`src/rtl/decod.sv`:
```
// Hamming(7,4) single-error-correcting decoder with one registered output stage.
// Bit i of every codeword holds Hamming position i+1.
module decod (
  input  logic       clk,
  input  logic       rst_n,
  input  logic       in_valid,
  input  logic [6:0] data_h_in,
  output logic [6:0] data_out,
  output logic [3:0] data_nib,
  output logic       out_valid,
  output logic       err_det,
  output logic [2:0] err_pos
);

  logic [2:0] syn_s;
  logic [6:0] flip_mask_s;

  logic [6:0] data_out_d, data_out_q;
  logic [3:0] data_nib_d, data_nib_q;
  logic       out_valid_d, out_valid_q;
  logic       err_det_d, err_det_q;
  logic [2:0] err_pos_d, err_pos_q;

  // Each syndrome bit re-checks one parity group; together they name the bad position.
  function automatic logic [2:0] hamming_syndrome(input logic [6:0] w);
    logic s1, s2, s4;
    s1 = w[0] ^ w[2] ^ w[4] ^ w[6];
    s2 = w[1] ^ w[2] ^ w[5] ^ w[6];
    s4 = w[3] ^ w[4] ^ w[5] ^ w[6];
    return {s4, s2, s1};
  endfunction

  // Syndrome decode, single-bit correction and next-state values for the output stage.
  always_comb begin
    syn_s = hamming_syndrome(data_h_in);
    case (syn_s)
      3'd1:    flip_mask_s = 7'b0000001;
      3'd2:    flip_mask_s = 7'b0000010;
      3'd3:    flip_mask_s = 7'b0000100;
      3'd4:    flip_mask_s = 7'b0001000;
      3'd5:    flip_mask_s = 7'b0010000;
      3'd6:    flip_mask_s = 7'b0100000;
      3'd7:    flip_mask_s = 7'b1000000;
      default: flip_mask_s = 7'b0000000;
    endcase
    data_out_d  = data_h_in ^ flip_mask_s;
    data_nib_d  = {data_out_d[6], data_out_d[5], data_out_d[4], data_out_d[2]};
    err_pos_d   = syn_s;
    err_det_d   = |syn_s;
    out_valid_d = in_valid;
  end

  // Output stage loads every cycle; out_valid tells downstream which results matter.
  always_ff @(posedge clk or negedge rst_n) begin
    if (!rst_n) begin
      data_out_q  <= 7'b0000000;
      data_nib_q  <= 4'b0000;
      out_valid_q <= 1'b0;
      err_det_q   <= 1'b0;
      err_pos_q   <= 3'b000;
    end else begin
      data_out_q  <= data_out_d;
      data_nib_q  <= data_nib_d;
      out_valid_q <= out_valid_d;
      err_det_q   <= err_det_d;
      err_pos_q   <= err_pos_d;
    end
  end

  assign data_out  = data_out_q;
  assign data_nib  = data_nib_q;
  assign out_valid = out_valid_q;
  assign err_det   = err_det_q;
  assign err_pos   = err_pos_q;

endmodule

```
`config.mk`:
```
export PLATFORM = sky130hd
export DESIGN_NAME = decod
export DESIGN_NICKNAME = d
export VERILOG_FILES = /design/src/rtl/decod.sv
export SDC_FILE = /design/constraint.sdc
export NUM_CORES = 1
export LEC_CHECK = 0
export CAP_MARGIN = 15
export CORE_MARGIN = 5
export CORE_UTILIZATION = 41
export DETAILED_ROUTE_END_ITERATION = 6
export PLACE_DENSITY = 0.78
export SKIP_CTS_REPAIR_TIMING = 1
export SLEW_MARGIN = 20
export SYNTH_ARGS = -nofsm -noshare
export SYNTH_HDL_FRONTEND = slang
export SYNTH_SLANG_ARGS = --single-unit
```
`constraint.sdc`:
```
create_clock -name clk -period 1.4 [get_ports clk]
set_input_delay 0.42 -clock clk [delete_from_list [all_inputs] [get_ports clk]]
set_output_delay 0.42 -clock clk [all_outputs]
set_load 0.02 [all_outputs]
```
Word level (Yosys, flattened, before mapping)
Cells that the tools add are included.
{"block": "op_classes", "n_eq_ne": 7, "mux": 1, "bitwise_logic": 10, "n_reduce_logical": 1}
{"op": "one-hot mux 7 bit (7 select lines)", "count": 1}
{"op": "equality test 3 bit (second input constant)", "count": 4}
{"op": "bitwise XOR 1 bit", "count": 9}
{"op": "bitwise XOR 7 bit", "count": 1}
{"op": "equality test 3 x 2 -> 1 bit (second input constant)", "count": 2}
{"op": "equality test 3 x 1 -> 1 bit (second input constant)", "count": 1}
{"op": "OR reduction 3 bit", "count": 1}
{"block": "totals", "register_bits": 16, "elab_cells": 24}

Depth between registers and ports, before layout
Gate-level depths: netlist of run 1.
{"block": "logic_depth", "word_depth": 6, "mapped_depth": 5}

Worst setup path after synthesis of run 1
Ideal clock, no wire load.
{"block": "synth_timing", "path_kind": "input-to-reg", "from": "input port data_h_in[4]", "to": "register data_nib_q[3] (netlist: data_nib[3])", "arrival_time_ps": 1485, "t_required_ps": 1275, "setup_slack_ps": -209, "cell_stages": 4, "n_path_buf": 0, "cell_sequence": "xor2_1 xnor2_1 nor2b_1 mux2_2"}
{"element": "start: declaration", "line_no": "7", "rtl": "input logic [6:0] data_h_in,"}
{"element": "bitwise XOR 1 bit (*) (2 in a row)", "line_no": "27", "rtl": "s1 = w[0] ^ w[2] ^ w[4] ^ w[6];"}
{"element": "named net err_pos_d[0]", "line_no": "22", "rtl": "logic [2:0] err_pos_d, err_pos_q;"}
{"element": "equality test 3 bit (tied with other cells)", "line_no": "36", "rtl": "case (syn_s)"}
{"element": "one-hot mux 7 bit (7 select lines) (*)", "line_no": "36"}
{"element": "bitwise XOR 7 bit (*)", "line_no": "46", "rtl": "data_out_d = data_h_in ^ flip_mask_s;"}
{"element": "named net data_out_d[6]", "line_no": "18", "rtl": "logic [6:0] data_out_d, data_out_q;"}
{"element": "end signal: assignment", "line_no": "63", "rtl": "data_nib_q <= data_nib_d;"}
{"element": "end: declaration", "line_no": "19", "rtl": "logic [3:0] data_nib_d, data_nib_q;"}
Mark *: on every way through the listed nets, which the timed path passes. The rest lies on a longest branch.

Final worst setup path of run 1
{"block": "layout_timing", "from": "input port data_h_in[5]", "to": "register data_out_q[1] (netlist: data_out[1])"}
{"block": "layout_between", "elab_chain_cells": 5}
{"element": "bitwise XOR 1 bit, on equally long branches (2 in a row)", "line_no": "28, 29"}
{"element": "equality test 3 bit (tied with other cells)", "line_no": "36"}
{"element": "one-hot mux 7 bit (7 select lines) (*)", "line_no": "36"}
{"element": "bitwise XOR 7 bit (*)", "line_no": "46"}
{"element": "named net data_out_d[1]", "line_no": "18"}
{"element": "end signal: assignment", "line_no": "62", "rtl": "data_out_q <= data_out_d;"}
{"element": "end: declaration", "line_no": "18"}
Marked as above.

==> summary.txt, run 1 <==
status - finished, final reports clean
Lkg Pwr - 0.610 nW
fin worst setup slack - 39.3 ps
maxcap violations - 0
top-count cell post-synth - dfrtp_1
maximum clock frequency - 735 MHz
Worst Setup End Kind - register
pin count of the biggest net entering global routing - 13
Syn Inst Count - 42
Synth Register Bits - 12
Required @ worst endpoint - 1600 ps
Tmin final - 1360 ps
Netlist Area Pre-Place - 541 um^2
register area share after synthesis - 55.6%
Min Hold Slack - 491 ps
FP Rows - 13
IO buf count - 25
Yosys cell types - 13
worst slew pin tran - 532 ps
worst path cell trace - dlymetal6s2s_1, xnor2_2, xnor2_2, buf_4, nor3_1, xor2_1
Commonest cells post-synth - 12 x dfrtp_1, 9 x xnor2_1, 5 x xor2_1
Filler Cells Inserted - 88
layout cells sized above 1 - 36.7%
ys async rst share - 100%
crit path buf inv count - 2
CTS HTree Levels - 1
total track usage - 13.2%
VDD IR max - 0.000572 V
Die Area - 2140 um^2
Total Power - 1.25 mW
CTS buffer count - 3
Chip Height - 46.3 um
slowest CP cell - nor3_1
Vias - 434
Main synth FF type - dfrtp_1
DRC violations left - 0
Post-synth EDFFs - 0
critical setup path kind - in2reg
max_slew headroom - 64.4%
Clock Tree Buf Depth - 2
clk slew on worst S/H paths - 80 ps
gr ovfl total - 0
vias per cell - 4.62
Worst Hold Class - in2async
starting density of the core - 42.6%
final weighted congestion in routability-driven placement - 0.764
core box area - 1270 um^2
post-synth top area share - 55.6%
Worst path top cell family by delay - XOR/XNOR gates
initial drt markers - 0
DP Wirelength - 978 um
drt wl/cell - 14.4 um
critical path's most frequent cell - xnor2_2
Final setup viols - 0
Synth area leaders - dfrtp_1 56%, xnor2_1 15%, xor2_1 8.1%
Arr. time, crit path - 1560 ps
first-pass GRT wire length - 1920 um
startpoint types - input pin
non-filler cells, final - 94
total iterations of the first detailed-routing run - 1
pwr dens - 1240 nW/um^2
Routed WL - 1350 um
TritonCTS clock tree - built
number of routed nets with antenna violations - 0
Total Neg Setup Slack - 0 ps
Mean Syn Cell Area - 12.9 um^2
CTS sink cnt - 12
Area Overhead vs Synth - 87.3%
final period utilization - 97.2%
Synth area leader - dfrtp_1
Synth Net Count - 52
DP Worst Slack - -625 ps
Slew Viols, Final - 0
root buffer cell - clkbuf_4
Hold Violations, Final - 0
ANT cells - 0
vias in the first global route - 434
crit path max fanout - 5
die span in x - 46.3 um
initial antenna violation count - 0
placed insts - 90
final net count - 90
yosys warns - 0
num ports - 26
worst stage delay on the critical path - 270 ps
-- logic make-up (layout without fill, tap and decap cells) --
| logic type | count (synthesis) | in the layout | share of synthesized area (%) |
|---|---|---|---|
| XOR/XNOR | 15 | 15 | 25.7 |
| AND/OR/NAND/NOR | 8 | 8 | 9.72 |
| buffers and inverters | 6 | 43 | 6.95 |
| flip-flops | 12 | 12 | 55.6 |
| multiplexers | 1 | 1 | 2.08 |
-- power by group --
part	internal [mW]	switching, mW
sequential	0.409	0.0178
clock	0.158	0.116
combinational	0.275	0.278
-- state kept, by name, summed over array words and instances (netlist names) --
| name | cells |
|---|---|
| data_nib | 4 |
| data_out | 3 |
| err_pos | 3 |
| err_det | 1 |
| out_valid | 1 |
-- worst paths after layout --
kind,start,to,slack [ps],cells after the start
setup / recovery,data_h_in[5],data_out[1],40,6
hold / removal,rst_n,data_out[0],490,1
max in group asynchronous,rst_n,err_pos[1],550,1
min in group clk,data_h_in[1],data_out[1],510,3
-- layer usage --
layer	routed length (um)	track usage, %	share of wire, %	up-vias
li1	-	-	-	206
met2	837	26.1	62	15
met3	75	1.17	5.6	2
met4	19	6.82	1.4	0
met5	0	0	0	-
met1	418	13.2	31	211
-- layout by cell type, fill, tap and decap left out --
master | synthesis | layout
nor3_1 | 2 | 2
inv_1 | 2 | 1
clkdlybuf4s50_1 | 0 | 2
clkbuf_4 | 0 | 3
or3_1 | 1 | 1
xnor2_2 | 1 | 6
dlymetal6s2s_1 | 0 | 21
nor3b_2 | 1 | 1
nand3_1 | 2 | 2
mux2_2 | 1 | 1
nand3b_1 | 1 | 1
inv_2 | 0 | 1
xor2_1 | 5 | 3
clkbuf_2 | 0 | 2
xor2_4 | 0 | 1
buf_4 | 4 | 12
clkbuf_8 | 0 | 1
xnor2_1 | 9 | 4
dfrtp_1 | 12 | 12
nor2b_1 | 1 | 1
xor2_2 | 0 | 1
-- per-stage QoR --
stage | area, um^2 | utilization, %
floorplan | 589 | -
global route | 1010 | 79.8
global placement | 918 | 72.4
finish | 1010 | 79.8
detailed placement | 918 | 72.4
CTS | 955 | 75.2
-- final cells by class --
| cell class | count | area (um^2) | share of cell area (%) |
|---|---|---|---|
| timing repair buffer | 37 | 383 | 37.8 |
| sequential | 12 | 300 | 29.7 |
| multi-input combinational | 24 | 267 | 26.3 |
| clock buffer | 4 | 36.3 | 3.58 |
| tap | 15 | 18.8 | 1.85 |
| inverter | 2 | 7.51 | 0.742 |
Note: power is estimated with default switching activity, not from simulation.
==> run 2, diff against run 1 <==
--- a/config.mk
+++ b/config.mk
@@ -6,10 +6,10 @@
 export NUM_CORES = 1
 export LEC_CHECK = 0
 export CAP_MARGIN = 15
-export CORE_MARGIN = 5
 export CORE_UTILIZATION = 41
 export DETAILED_ROUTE_END_ITERATION = 6
 export PLACE_DENSITY = 0.78
+export RECOVER_POWER = 100
 export SKIP_CTS_REPAIR_TIMING = 1
 export SLEW_MARGIN = 20
 export SYNTH_ARGS = -nofsm -noshare
==> run 2 against run 1 <==
Net effect:
- largest power group unchanged
- wire length increased by 6.4%
- non-clock buffer count increased by 3
- fmax decreased by 7.8%
- sequential cell count unchanged
- the run now ends with negative setup slack left
- sequential power increased by 1%
- final cell count increased by 1.1%
- highest routed layer unchanged
==> summary.txt, run 2 (synthesis gave the netlist of run 1 again) <==
most common cell after layout, fill and taps aside - dlymetal6s2s_1 (unchanged)
pwr dens - 1180 nW/um^2 (was 1240 nW/um^2)
Worst path top cell family by delay - XOR/XNOR gates (unchanged)
drt wl/cell - 15.1 um (was 14.4 um)
critical setup path kind - in2reg (unchanged)
Lkg Pwr - 0.619 nW (was 0.610 nW)
CTS buffer count - 3 (unchanged)
total track usage - 17.7% (was 13.2%)
Routed WL - 1440 um (was 1350 um)
register share of total power - 35.6% (was 34.1%)
gr ovfl total - 0 (unchanged)
Chip Height - 38.3 um (was 46.3 um)
Sw Pwr - 0.419 mW (was 0.411 mW)
max reg flops - 4 (unchanged)
worst stage delay on the critical path - 230 ps (was 270 ps)
Total Power - 1.22 mW (was 1.25 mW)
combinational share of power - 47.6% (was 44.1%)
VDD IR max - 0.000672 V (was 0.000572 V)
slowest CP cell - xor2_4 (was nor3_1)
CTS HTree Levels - 1 (unchanged)
Hold Violations, Final - 0 (unchanged)
worst slew pin tran - 598 ps (was 532 ps)
clk slew on worst S/H paths - 70 ps (was 80 ps)
startpoint types - input pin (unchanged)
max_slew headroom - 60.1% (was 64.4%)
root buffer cell - clkbuf_4 (unchanged)
Arr. time, crit path - 1650 ps (was 1560 ps)
clock share of power - 16.8% (was 21.8%)
initial drt markers - 11 (was 0)
ANT cells - 0 (unchanged)
failing checks - negative setup slack
Worst Setup End Kind - register (unchanged)
Vias - 456 (was 434)
CTS sink cnt - 12 (unchanged)
final net count - 93 (was 90)
total iterations of the first detailed-routing run - 4 (was 1)
maxcap violations - 0 (unchanged)
num ports - 26 (unchanged)
layout cells sized above 1 - 38.3% (was 36.7%)
post-layout util - 87.7% (was 79.8%)
Area Overhead vs Synth - 90.0% (was 87.3%)
DP Wirelength - 849 um (was 978 um)
initial antenna violation count - 0 (unchanged)
crit path max fanout - 8 (was 5)
Slew Viols, Final - 0 (unchanged)
worst path cell trace - clkbuf_1, xor2_4, xnor2_2, buf_4, nor3b_2, xor2_1 (was dlymetal6s2s_1, xnor2_2, xnor2_2, buf_4, nor3_1, xor2_1)
Required @ worst endpoint - 1570 ps (was 1600 ps)
vias in the first global route - 416 (was 434)
core box area - 1170 um^2 (was 1270 um^2)
IO buf count - 25 (unchanged)
number of routed nets with antenna violations - 0 (unchanged)
Die Area - 1470 um^2 (was 2140 um^2)
sw frac - 34.4% (was 32.8%)
pin count of the biggest net entering global routing - 13 (unchanged)
final weighted congestion in routability-driven placement - 0.786 (was 0.764)
Worst Hold Class - in2reg (was in2async)
DRC violations left - 0 (unchanged)
vias per cell - 4.80 (was 4.62)
Final setup viols - 1 (was 0)
commonest non-fill, non-tap cells in the layout - 21 x dlymetal6s2s_1, 14 x buf_4, 12 x dfrtp_1 (was 21 x dlymetal6s2s_1, 12 x dfrtp_1, 12 x buf_4)
FP Rows - 12 (was 13)
die span in x - 38.3 um (was 46.3 um)
Tmin final - 1480 ps (was 1360 ps)
crit path buf inv count - 2 (unchanged)
fin worst setup slack - -76.2 ps (was 39.3 ps)
status - complete, but fails checks (was finished, final reports clean)
Clock Tree Buf Depth - 2 (unchanged)
internal power - 0.798 mW (was 0.842 mW)
final period utilization - 105% (was 97.2%)
first-pass GRT wire length - 1710 um (was 1920 um)
maximum clock frequency - 677 MHz (was 735 MHz)
starting density of the core - 46.2% (was 42.6%)
TritonCTS clock tree - built (unchanged)
==> run 2: metal layers <==
layer | track usage, % | vias to the layer above | share of wire [%]
li1 | - | 207 | -
met1 | 17.1 | 216 | 38
met2 | 35.6 | 28 | 54
met3 | 0.581 | 5 | 6.0
met4 | 10.7 | 0 | 2.4
met5 | 0 | - | 0
==> run 2: cell type report <==
| cell class | instances | area (um^2) |
|---|---|---|
| Fill cell | 56 | 144 |
| Multi-Input combinational cell | 24 | 279 |
| Timing Repair Buffer | 40 | 400 |
| Tap cell | 14 | 17.5 |
| Inverter | 2 | 7.51 |
| Clock buffer | 3 | 22.5 |
| Sequential cell | 12 | 300 |
==> run 2: path summary, 6_finish.rpt <==
check	end	depth (start not counted)	slack (ps)	start
setup / recovery	data_nib[0]	6	-80	data_h_in[4]
max in group asynchronous	err_pos[0]	2	330	rst_n
hold / removal	data_nib[3]	2	520	data_h_in[6]
min in group asynchronous	err_det	2	680	rst_n
==> run 2: per-stage QoR <==
stage | hold slack (ps) | instances | setup slack (ps) | setup TNS [ps] | area [um^2]
2_1_floorplan | 124 | 42 | -58.9 | -58.9 | 589
4_1_cts | 458 | 93 | -392 | -6340 | 947
3_5_place_dp | 729 | 90 | -657 | -5670 | 925
6_report | 516 | 95 | -76.2 | -76.2 | 1030
5_1_grt | 530 | 95 | -135 | -216 | 1030
3_3_place_gp | 732 | 90 | -618 | -5250 | 925
==> run 2: power by group through the flow <==
stage               combinational, mW  sequential (mW)  clock (mW)
global route                    0.614            0.439       0.226
global placement                0.545            0.436           0
floorplan                       0.204            0.523           0
CTS                             0.562            0.434       0.200
detailed placement              0.557            0.441           0
finish                          0.579            0.433       0.204
==> run 3, diff against run 2 <==
--- a/config.mk
+++ b/config.mk
@@ -10,6 +10,7 @@
 export DETAILED_ROUTE_END_ITERATION = 6
 export PLACE_DENSITY = 0.78
 export RECOVER_POWER = 100
+export SETUP_SLACK_MARGIN = 0.1
 export SKIP_CTS_REPAIR_TIMING = 1
 export SLEW_MARGIN = 20
 export SYNTH_ARGS = -nofsm -noshare
==> run 3 against run 2 <==
Net effect:
- the run now ends clean
- sequential share of layout area increased by 3.6 points
- critical path depth unchanged
- utilization decreased by 9.5 points
- non-clock buffer count increased by 1
- sequential cell count unchanged
- final cell count increased by 1.1%
- global-route usage unchanged
==> summary.txt, run 3 (synthesis gave the netlist of run 1 again) <==
worst slew pin tran - 606 ps (was 598 ps)
max_slew headroom - 59.6% (was 60.1%)
total iterations of the first detailed-routing run - 4 (unchanged)
total track usage - 17.7% (unchanged)
Min Hold Slack - 448 ps (was 516 ps)
Required @ worst endpoint - 1550 ps (was 1570 ps)
Clock Tree Buf Depth - 2 (unchanged)
critical path's most frequent cell - xnor2_2
Multi-input gate area - 302 um^2 (was 279 um^2)
drt wl/cell - 15.4 um (was 15.1 um)
Hold Violations, Final - 0 (unchanged)
DRC violations left - 0 (unchanged)
ANT cells - 0 (unchanged)
CTS HTree Levels - 1 (unchanged)
FP Rows - 12 (unchanged)
Total Neg Setup Slack - 0 ps (was -76.2 ps)
VDD IR max - 0.000634 V (was 0.000672 V)
number of routed nets with antenna violations - 0 (unchanged)
startpoint types - input pin (unchanged)
post-route design area - 916 um^2 (was 1030 um^2)
maxcap violations - 0 (unchanged)
DP Wirelength - 849 um (unchanged)
Worst Hold Class - in2reg (unchanged)
num ports - 26 (unchanged)
final net count - 94 (was 93)
critical setup path kind - in2reg (unchanged)
worst path cell trace - dlymetal6s2s_1, xnor2_2, xor2_2, clkbuf_4, nand3_1, xnor2_2 (was clkbuf_1, xor2_4, xnor2_2, buf_4, nor3b_2, xor2_1)
most common cell after layout, fill and taps aside - clkbuf_1 (was dlymetal6s2s_1)
Arr. time, crit path - 1490 ps (was 1650 ps)
commonest non-fill, non-tap cells in the layout - 17 x clkbuf_1, 13 x buf_4, 12 x dfrtp_1 (was 21 x dlymetal6s2s_1, 14 x buf_4, 12 x dfrtp_1)
vias per cell - 4.75 (was 4.80)
Worst Setup End Kind - register (unchanged)
Worst path top cell family by delay - XOR/XNOR gates (unchanged)
worst stage delay on the critical path - 240 ps (was 230 ps)
first-pass GRT wire length - 1710 um (unchanged)
TritonCTS clock tree - built (unchanged)
crit path buf inv count - 2 (unchanged)
initial drt markers - 13 (was 11)
clk slew on worst S/H paths - 70 ps (about the same)
max reg flops - 4 (unchanged)
final period utilization - 96.0% (was 105%)
CTS buffer count - 3 (unchanged)
Total Power - 1.16 mW (was 1.22 mW)
die span in x - 38.3 um (unchanged)
Chip Height - 38.3 um (unchanged)
maximum clock frequency - 744 MHz (was 677 MHz)
RSZ-0062 raised after global routing - yes
Tmin final - 1340 ps (was 1480 ps)
Die Area - 1470 um^2 (unchanged)
register area - 300 um^2 (unchanged)
starting density of the core - 46.2% (unchanged)
pwr dens - 1260 nW/um^2 (was 1180 nW/um^2)
pin count of the biggest net entering global routing - 13 (unchanged)
Lkg Pwr - 0.439 nW (was 0.619 nW)
vias in the first global route - 418 (was 416)
placed cell area - 925 um^2 (unchanged)
initial antenna violation count - 0 (unchanged)
Filler Cells Inserted - 79 (was 56)
IO buf count - 25 (unchanged)
root buffer cell - clkbuf_4 (unchanged)
slowest CP cell - xnor2_2 (was xor2_4)
final weighted congestion in routability-driven placement - 0.786 (unchanged)
layout cells sized above 1 - 43.9% (was 38.3%)
crit path max fanout - 2 (was 8)
Final setup viols - 0 (was 1)
Routed WL - 1480 um (was 1440 um)
Slew Viols, Final - 0 (unchanged)
core box area - 1170 um^2 (unchanged)
CTS sink cnt - 12 (unchanged)
status - finished, final reports clean (was complete, but fails checks)
Vias - 456 (unchanged)
gr ovfl total - 0 (unchanged)
Area Overhead vs Synth - 69.4% (was 90.0%)
-- run 3: worst paths after layout --
kind	start	cells past startpoint	to	slack, ps
worst max-delay path	data_h_in[3]	6	data_out[0]	60
worst min-delay path	data_h_in[6]	2	data_nib[3]	450
max in group asynchronous	rst_n	2	data_nib[0]	330
min in group asynchronous	rst_n	2	err_det	670
-- run 3: area by class of cell --
type,count,share of cell area [%]
Multi-Input combinational cell,24,32.9
Sequential cell,12,32.8
Timing Repair Buffer,41,29.1
Clock buffer,3,2.46
Tap cell,14,1.91
Inverter,2,0.820
-- run 3: report_power, final --
group          total, mW  switching [mW]  internal [mW]
logic              0.525           0.305          0.220
clock network      0.198          0.0990         0.0992
registers          0.434          0.0238          0.410
-- run 3: per-stage QoR --
stage          setup WS (ps)  utilization [%]  instances
2_1_floorplan          -58.9                -         42
3_3_place_gp            -618             79.0         90
3_5_place_dp            -657             79.0         90
4_1_cts                 -392             80.9         93
5_1_grt                 36.9             78.2         96
6_report                56.3             78.2         96
-- run 3: layer usage --
layer,vias to the layer above,share of wire [%],track usage [%]
met5,-,0,0
met4,0,0.41,10.7
met3,2,5.9,0.581
met2,27,56,35.6
met1,215,38,17.1
li1,212,-,-
